<file path="config.mk">
export PLATFORM = sky130hd
export DESIGN_NAME = adjacent_count_scheduler
export DESIGN_NICKNAME = d
export VERILOG_FILES = /design/src/rtl/adjacent_count_scheduler.sv
export SDC_FILE = /design/constraint.sdc
export NUM_CORES = 1
export LEC_CHECK = 0
export ABC_CLOCK_PERIOD_IN_PS = 3400
export CAP_MARGIN = 20
export CORE_AREA = 2 2 76 78
export DETAILED_ROUTE_END_ITERATION = 10
export DIE_AREA = 0 0 78 80
export PLACE_DENSITY = 0.72
export SLEW_MARGIN = 40
export SYNTH_ARGS = -nofsm -noshare
export SYNTH_HDL_FRONTEND = slang
export SYNTH_SLANG_ARGS = --single-unit
</file>
<file path="constraint.sdc">
create_clock -name clk -period 3.4 [get_ports clk]
set_input_delay 0.34 -clock clk [delete_from_list [all_inputs] [get_ports clk]]
set_output_delay 0.34 -clock clk [all_outputs]
set_load 0.005 [all_outputs]
</file>
<file path="src/rtl/adjacent_count_scheduler.sv">
// rtl/adjacent_count_scheduler.sv - arbitrates clear / neighbour-increment / cell-read traffic onto the single-port number board
module adjacent_count_scheduler #(
    parameter  int BOARD_W = 8,
    parameter  int BOARD_H = 8,
    parameter  int CNT_W   = 4,
    localparam int XW      = $clog2(BOARD_W),
    localparam int YW      = $clog2(BOARD_H)
) (
    input  logic             clk,
    input  logic             reset,
    input  logic             clr_req_i,
    output logic             clr_ack_o,
    output logic             clr_done_o,
    input  logic             inc_req_i,
    input  logic [XW-1:0]    inc_x_i,
    input  logic [YW-1:0]    inc_y_i,
    output logic             inc_ack_o,
    output logic             inc_done_o,
    input  logic             rd_req_i,
    input  logic [XW-1:0]    rd_x_i,
    input  logic [YW-1:0]    rd_y_i,
    output logic             rd_gnt_o,
    output logic             rd_valid_o,
    output logic [CNT_W-1:0] rd_data_o,
    output logic             busy_o,
    output logic             ovf_o,
    output logic [XW-1:0]    mem_x_o,
    output logic [YW-1:0]    mem_y_o,
    output logic             mem_we_o,
    output logic [CNT_W-1:0] mem_wdata_o,
    input  logic [CNT_W-1:0] mem_rdata_i
);

    typedef enum logic [2:0] {
        IDLE, CLR, N_CHK, N_RD, N_WR, INC_DONE, R_ADDR, R_DATA
    } state_t;

    localparam logic [XW:0]   W_LIM = (XW+1)'(BOARD_W);
    localparam logic [YW:0]   H_LIM = (YW+1)'(BOARD_H);
    localparam logic [XW-1:0] X_MAX = XW'(BOARD_W - 1);
    localparam logic [YW-1:0] Y_MAX = YW'(BOARD_H - 1);

    state_t         state_q, state_d;
    logic [2:0]     k_q, k_d;
    logic [XW-1:0]  cx_q, cx_d, rx_q, rx_d, clx_q, clx_d;
    logic [YW-1:0]  cy_q, cy_d, ry_q, ry_d, cly_q, cly_d;
    logic           ovf_q, ovf_d;

    logic [XW:0]    dx, nx;
    logic [YW:0]    dy, ny;
    logic           oob;

    // Neighbour offsets in raster order around the centre; the extra top bit
    // makes a -1 step from column/row 0 land above the board limit.
    always_comb begin
        dx = '0;
        dy = '0;
        case (k_q)
            3'd0, 3'd3, 3'd5: dx = '1;
            3'd2, 3'd4, 3'd7: dx = (XW+1)'(1);
            default:          dx = '0;
        endcase
        case (k_q)
            3'd0, 3'd1, 3'd2: dy = '1;
            3'd5, 3'd6, 3'd7: dy = (YW+1)'(1);
            default:          dy = '0;
        endcase
        nx  = {1'b0, cx_q} + dx;
        ny  = {1'b0, cy_q} + dy;
        oob = (nx >= W_LIM) || (ny >= H_LIM);
    end

    always_ff @(posedge clk or posedge reset) begin
        if (reset) begin
            state_q <= IDLE;
            k_q     <= '0;
            cx_q    <= '0;
            cy_q    <= '0;
            rx_q    <= '0;
            ry_q    <= '0;
            clx_q   <= '0;
            cly_q   <= '0;
            ovf_q   <= 1'b0;
        end else begin
            state_q <= state_d;
            k_q     <= k_d;
            cx_q    <= cx_d;
            cy_q    <= cy_d;
            rx_q    <= rx_d;
            ry_q    <= ry_d;
            clx_q   <= clx_d;
            cly_q   <= cly_d;
            ovf_q   <= ovf_d;
        end
    end

    always_comb begin
        state_d     = state_q;
        k_d         = k_q;
        cx_d        = cx_q;
        cy_d        = cy_q;
        rx_d        = rx_q;
        ry_d        = ry_q;
        clx_d       = clx_q;
        cly_d       = cly_q;
        ovf_d       = ovf_q;
        clr_ack_o   = 1'b0;
        clr_done_o  = 1'b0;
        inc_ack_o   = 1'b0;
        inc_done_o  = 1'b0;
        rd_gnt_o    = 1'b0;
        rd_valid_o  = 1'b0;
        rd_data_o   = '0;
        mem_x_o     = '0;
        mem_y_o     = '0;
        mem_we_o    = 1'b0;
        mem_wdata_o = '0;
        busy_o      = (state_q != IDLE);

        case (state_q)
            IDLE: begin
                if (clr_req_i) begin
                    state_d = CLR;
                    clx_d   = '0;
                    cly_d   = '0;
                    ovf_d   = 1'b0;
                end else if (inc_req_i) begin
                    state_d = N_CHK;
                    k_d     = '0;
                    cx_d    = inc_x_i;
                    cy_d    = inc_y_i;
                end else if (rd_req_i) begin
                    state_d = R_ADDR;
                    rx_d    = rd_x_i;
                    ry_d    = rd_y_i;
                end
            end
            CLR: begin
                mem_we_o  = 1'b1;
                mem_x_o   = clx_q;
                mem_y_o   = cly_q;
                clr_ack_o = (clx_q == '0) && (cly_q == '0);
                if ((clx_q == X_MAX) && (cly_q == Y_MAX)) begin
                    clr_done_o = 1'b1;
                    state_d    = IDLE;
                end else if (clx_q == X_MAX) begin
                    clx_d = '0;
                    cly_d = cly_q + 1'b1;
                end else begin
                    clx_d = clx_q + 1'b1;
                end
            end
            N_CHK: begin
                // k is only zero here on the first check of a request.
                inc_ack_o = (k_q == 3'd0);
                if (!oob) begin
                    state_d = N_RD;
                end else if (k_q == 3'd7) begin
                    state_d = INC_DONE;
                end else begin
                    k_d = k_q + 1'b1;
                end
            end
            N_RD: begin
                mem_x_o = nx[XW-1:0];
                mem_y_o = ny[YW-1:0];
                state_d = N_WR;
            end
            N_WR: begin
                mem_we_o = 1'b1;
                mem_x_o  = nx[XW-1:0];
                mem_y_o  = ny[YW-1:0];
                if (&mem_rdata_i) begin
                    mem_wdata_o = mem_rdata_i;
                    ovf_d       = 1'b1;
                end else begin
                    mem_wdata_o = mem_rdata_i + 1'b1;
                end
                if (k_q == 3'd7) begin
                    state_d = INC_DONE;
                end else begin
                    k_d     = k_q + 1'b1;
                    state_d = N_CHK;
                end
            end
            INC_DONE: begin
                inc_done_o = 1'b1;
                k_d        = '0;
                state_d    = IDLE;
            end
            R_ADDR: begin
                rd_gnt_o = 1'b1;
                mem_x_o  = rx_q;
                mem_y_o  = ry_q;
                state_d  = R_DATA;
            end
            R_DATA: begin
                rd_valid_o = 1'b1;
                rd_data_o  = mem_rdata_i;
                state_d    = IDLE;
            end
            default: state_d = IDLE;
        endcase
    end

    assign ovf_o = ovf_q;

endmodule

</file>
# == Yosys cells after proc, flatten, opt, wreduce, memory -nomap -nowiden ==
# Index checks and enable logic that the tools add are counted.
# op_classes
shift,0
n_mux,38
n_eq_ne,26
div,0
order_cmp,2
n_mul,0
reduce_logical,26
n_bitwise,2
addsub,6
# ops
cell,n
3-bit 2-to-1 mux,16
"3-bit == test, second input constant",10
3-bit one-hot mux with 7 select lines,1
3-bit one-hot mux with 3 select lines,2
"2-bit inequality test, second input constant",8
4-bit one-hot mux with 2 select lines,2
4-bit AND reduction,4
"3-bit by 2-bit == test with 1-bit output, second input constant",4
3-bit logical NOT,4
4-bit 2-to-1 mux,3
3-bit one-hot mux with 2 select lines,2
3-bit one-hot mux with 4 select lines,1
3-bit AND reduction,4
3-bit OR reduction,4
1-bit 2-to-1 mux,10
"3-bit by 1-bit adder with 3-bit output, second input constant",3
3-bit by 4-bit adder with 4-bit output,2
"4-bit >= comparator, second input constant",2
"3-bit by 1-bit == test with 1-bit output, second input constant",2
2-bit OR reduction,3
"4-bit by 1-bit adder with 4-bit output, second input constant",1
"4-bit inequality test, second input constant",1
2-bit nonzero test,2
4-bit nonzero test,1
6 further kinds,8
# word_totals
out_inout_bits,23
mem_bits_rw,0
input_bits,21
regBits,25
latch_bits,0
romBits,0
mem_count,0

# == Depth between registers and ports, before layout ==
# depth
word_depth,8
mapped_depth,12

# == Worst setup path after synthesis ==
# OpenSTA, ideal clock, no wires.
# synth_timing
kind,flip-flop to output port
startpoint,register k_q[0]
endpoint,output mem_y_o[1]
path_stages_with_launch,10
required_time_ns,3.060
t_arrival_ns,2.571
setup_slack_ns,0.489
path_buffers,1
cell_sequence,dfrtp_1 -> ha_1 -> ha_1 -> clkbuf_1 -> or4_1 -> ha_1 -> fa_1 -> mux2i_1 -> o22ai_1 -> and2_1
# synth_between
elab_chain_len,5
# synth_lines
element,line_no,rtl
"start, declared",44,"logic [2:0] k_q, k_d;"
"start signal, assigned",86,k_q <= k_d;
3-bit == test (tied with other cells),63,case (k_q)
3-bit OR reduction,63,
4-bit one-hot mux with 2 select lines *,63,
3-bit by 4-bit adder with 4-bit output *,69,"ny = {1'b0, cy_q} + dy;"
3-bit one-hot mux with 3 select lines *,120,case (state_q)
"end, declared",28,"output logic [YW-1:0] mem_y_o,"
# Mark *: on every way between the ends. The rest lies on a longest branch, timed or not.

# == Worst setup path in the final report ==
# layout_timing
startpoint,register k_q[1]
endpoint,output mem_y_o[1]
# The elaborated chain is that of the path after synthesis.

==> impl_metrics.json <==
{
  "status": "finished clean",
  "synth_ff_type": "dfrtp_1",
  "grt_usage": 0.1586,
  "fmax_ghz": 0.3071,
  "via_count": 1795,
  "dieHeight_microns": 80,
  "finalCriticalPeriod_ps": 3257,
  "worstPathRequired_ps": 3060,
  "syn_nets": 272,
  "grt_antenna_before_repair": 0,
  "io_buffers": 43,
  "min_path_type": "primary input to async pin",
  "drive_gt1_frac": 0.1606,
  "gr-total-overflow": 0,
  "final_cell_mix": "40 x clkdlybuf4s50_1, 24 x dfrtp_1, 17 x nand2_1, 16 x ha_1",
  "ctsHoldBuffers": 0,
  "leakage_nw": 1.148,
  "cpMostUsedCell": "ha_2",
  "async_flop_share": 1.000,
  "worst_pin_slew_ps": 580.0,
  "synth_warnings": 0,
  "core_sq_mm": 0.005405,
  "crit_chain": "ha_2 > ha_2 > or4_1 > ha_2 > fa_1 > mux2i_1 > o22ai_1 > and2_1 > dlygate4sd2_1",
  "ioPinCount": 44,
  "synth_edf_count": 0,
  "fp.dieArea_sq_mm": 0.006240,
  "drt-pass1-iter-count": 4,
  "area_growth_pct": 29.05,
  "dp_hpwl_mm": 3.601,
  "htree_num_levels": 1,
  "worstSetupPathType": "flip-flop to output pin",
  "max_stage_delay_ps": 530,
  "synth_cell_types": 53,
  "layout_commonest_cell": "clkdlybuf4s50_1",
  "cts_inserted_buffers": 3,
  "wl_mm": 4.688,
  "critPathMaxFanout": 4,
  "die_w_microns": 78,
  "cts_max_path_buffers": 2,
  "initial_core_util": 0.3856,
  "row_count": 27,
  "drc_errors": 0,
  "cp-end-kind": "output pin",
  "fin_crit_sh": 0.9578,
  "clk_latency_ps": 270,
  "drt.antenna.violating_nets": 0,
  "diodes": 0,
  "hold_viol": 0,
  "ys_ff_latch": 25,
  "start_kind": "flip-flop",
  "grt_pass1_vias": 1680,
  "netlist_area_sq_mm": 0.002084,
  "synth_area_leaders": "dfrtp_1 30%, ha_1 13%, mux2_2 6.5%",
  "final_nets": 319,
  "post_drt_wl_per_cell_microns": 13.55,
  "drt-initial-drc-count": 82,
  "power_density_mw_per_mm2": 865.2,
  "timing.final.max_slew_violations": 0,
  "cts_tree": "yes",
  "whs_ps": 428.9,
  "grt_first_pass_wirelength_mm": 7.948,
  "yosysTopAreaCell": "dfrtp_1",
  "via_per_inst": 5.188,
  "clock_skew_ps": 5.754,
  "pre_cts_ws_ps": 63.82,
  "final.setup.worst_slack_ps": 143.4,
  "synth-seq-area-share": 0.3001,
  "relSlewSlack": 0.6105,
  "finalPower_w": 0.002328,
  "postSynthCellCount": 228,
  "root_buffer": "clkbuf_8",
  "drv_cap": 0,
  "worst-path-buf-inv": 1,
  "synth_top_area_frac": 0.3001,
  "clk_pin_slew_ps": 90,
  "cts.sink_count": 25,
  "setup_viol": 0,
  "crit_slowest_cell": "fa_1",
  "final_core_util": 0.4977,
  "gp_congestion": 0.8877,
  "postSynthAreaPerCell_sq_um": 9.143,
  "worst_ir_drop_vdd_uv": 683.5,
  "grt_max_degree": 29,
  "critPathTopFamily": "adder cells",
  "arrival_ps": 2920
}
[registers in the layout (all words and copies together) (netlist names)]
| register | flops |
|---|---|
| clx_q | 3 |
| cly_q | 3 |
| cx_q | 3 |
| cy_q | 3 |
| k_q | 3 |
| rx_q | 3 |
| ry_q | 3 |
| state_q | 3 |
| ovf_o | 1 |
[synthesized netlist by cell type, types with 3 or more instances]
library cell / instances
xnor2_1: 3
a21o_1: 3
nand2b_1: 4
dfrtp_1: 25
nand2_1: 17
o22ai_1: 4
buf_2: 4
o21ai_0: 11
nor3_1: 4
and2_1: 12
inv_1: 17
mux2i_1: 9
ha_1: 21
clkbuf_1: 4
a22oi_1: 3
nor2_1: 15
a211oi_1: 3
nand3_1: 9
a21oi_1: 10
mux2_2: 12
[cell families after synthesis]
kind of cell | Yosys count | share of synthesized area
AO/OA/AOI/OAI | 50 | 0.1645
XOR/XNOR | 5 | 0.03002
adder cells (fa/ha/maj) | 23 | 0.1453
buffers and inverters | 26 | 0.04922
flip-flops | 25 | 0.3001
multiplexers | 21 | 0.1080
AND/OR/NAND/NOR | 78 | 0.2029
[layout make-up]
| type | count | area [sq um] |
|---|---|---|
| sequential | 25 | 626.9 |
| multi-input combinational | 177 | 1374 |
| timing repair buffer | 51 | 490.5 |
| tap | 72 | 90.09 |
| clock buffer | 4 | 45.04 |
| inverter | 17 | 63.81 |
| fill | 524 | 2715 |
[stage by stage]
step | instances | area [sq um] | TNS (ps)
3_3_place_gp | 338 | 2596 | 0
4_1_cts | 343 | 2658 | 0
2_1_floorplan | 228 | 2085 | 0
3_5_place_dp | 338 | 2596 | 0
6_report | 346 | 2690 | 0
5_1_grt | 346 | 2690 | -8.835
[what timing repair did]
item,CTS,global route
hold endpoints to repair,0,0
endpoints found under the setup margin,3,4
cloned,0,0
setup buffers,1,3
pin swaps,7,4
gates resized for setup,8,4
[power by group]
group | switching (W) | internal, W
combinational | 0.000781 | 0.000772
sequential | 0.000171 | 0.000424
clock | 0.0000954 | 0.0000839
total | 0.00105 | 0.00128
[routing by layer]
metal / global-route usage / wire [microns]
met5: 0 / 0
met4: 0.04386 / 29
met3: 0.03733 / 284
met2: 0.2543 / 2222
met1: 0.2140 / 2152
[path summary, 6_finish.rpt]
check                      cells after the start                     end          startpoint  slack (ps)
max                                            9              mem_y_o[1]  k_q[1]$_DFFE_PP0P_         140
min                                            2    clx_q[2]$_DFFE_PP0P_               reset         430
max reg2reg                                   12      k_q[0]$_DFFE_PP0P_  k_q[1]$_DFFE_PP0P_         390
min reg2reg                                    2       ovf_o$_DFFE_PP0P_   ovf_o$_DFFE_PP0P_         490
max in group asynchronous                      2  state_q[1]$_DFFE_PP0P_               reset        2580
min in group clk                               2       ovf_o$_DFFE_PP0P_   ovf_o$_DFFE_PP0P_         490
(Power assumes the default switching activity.)
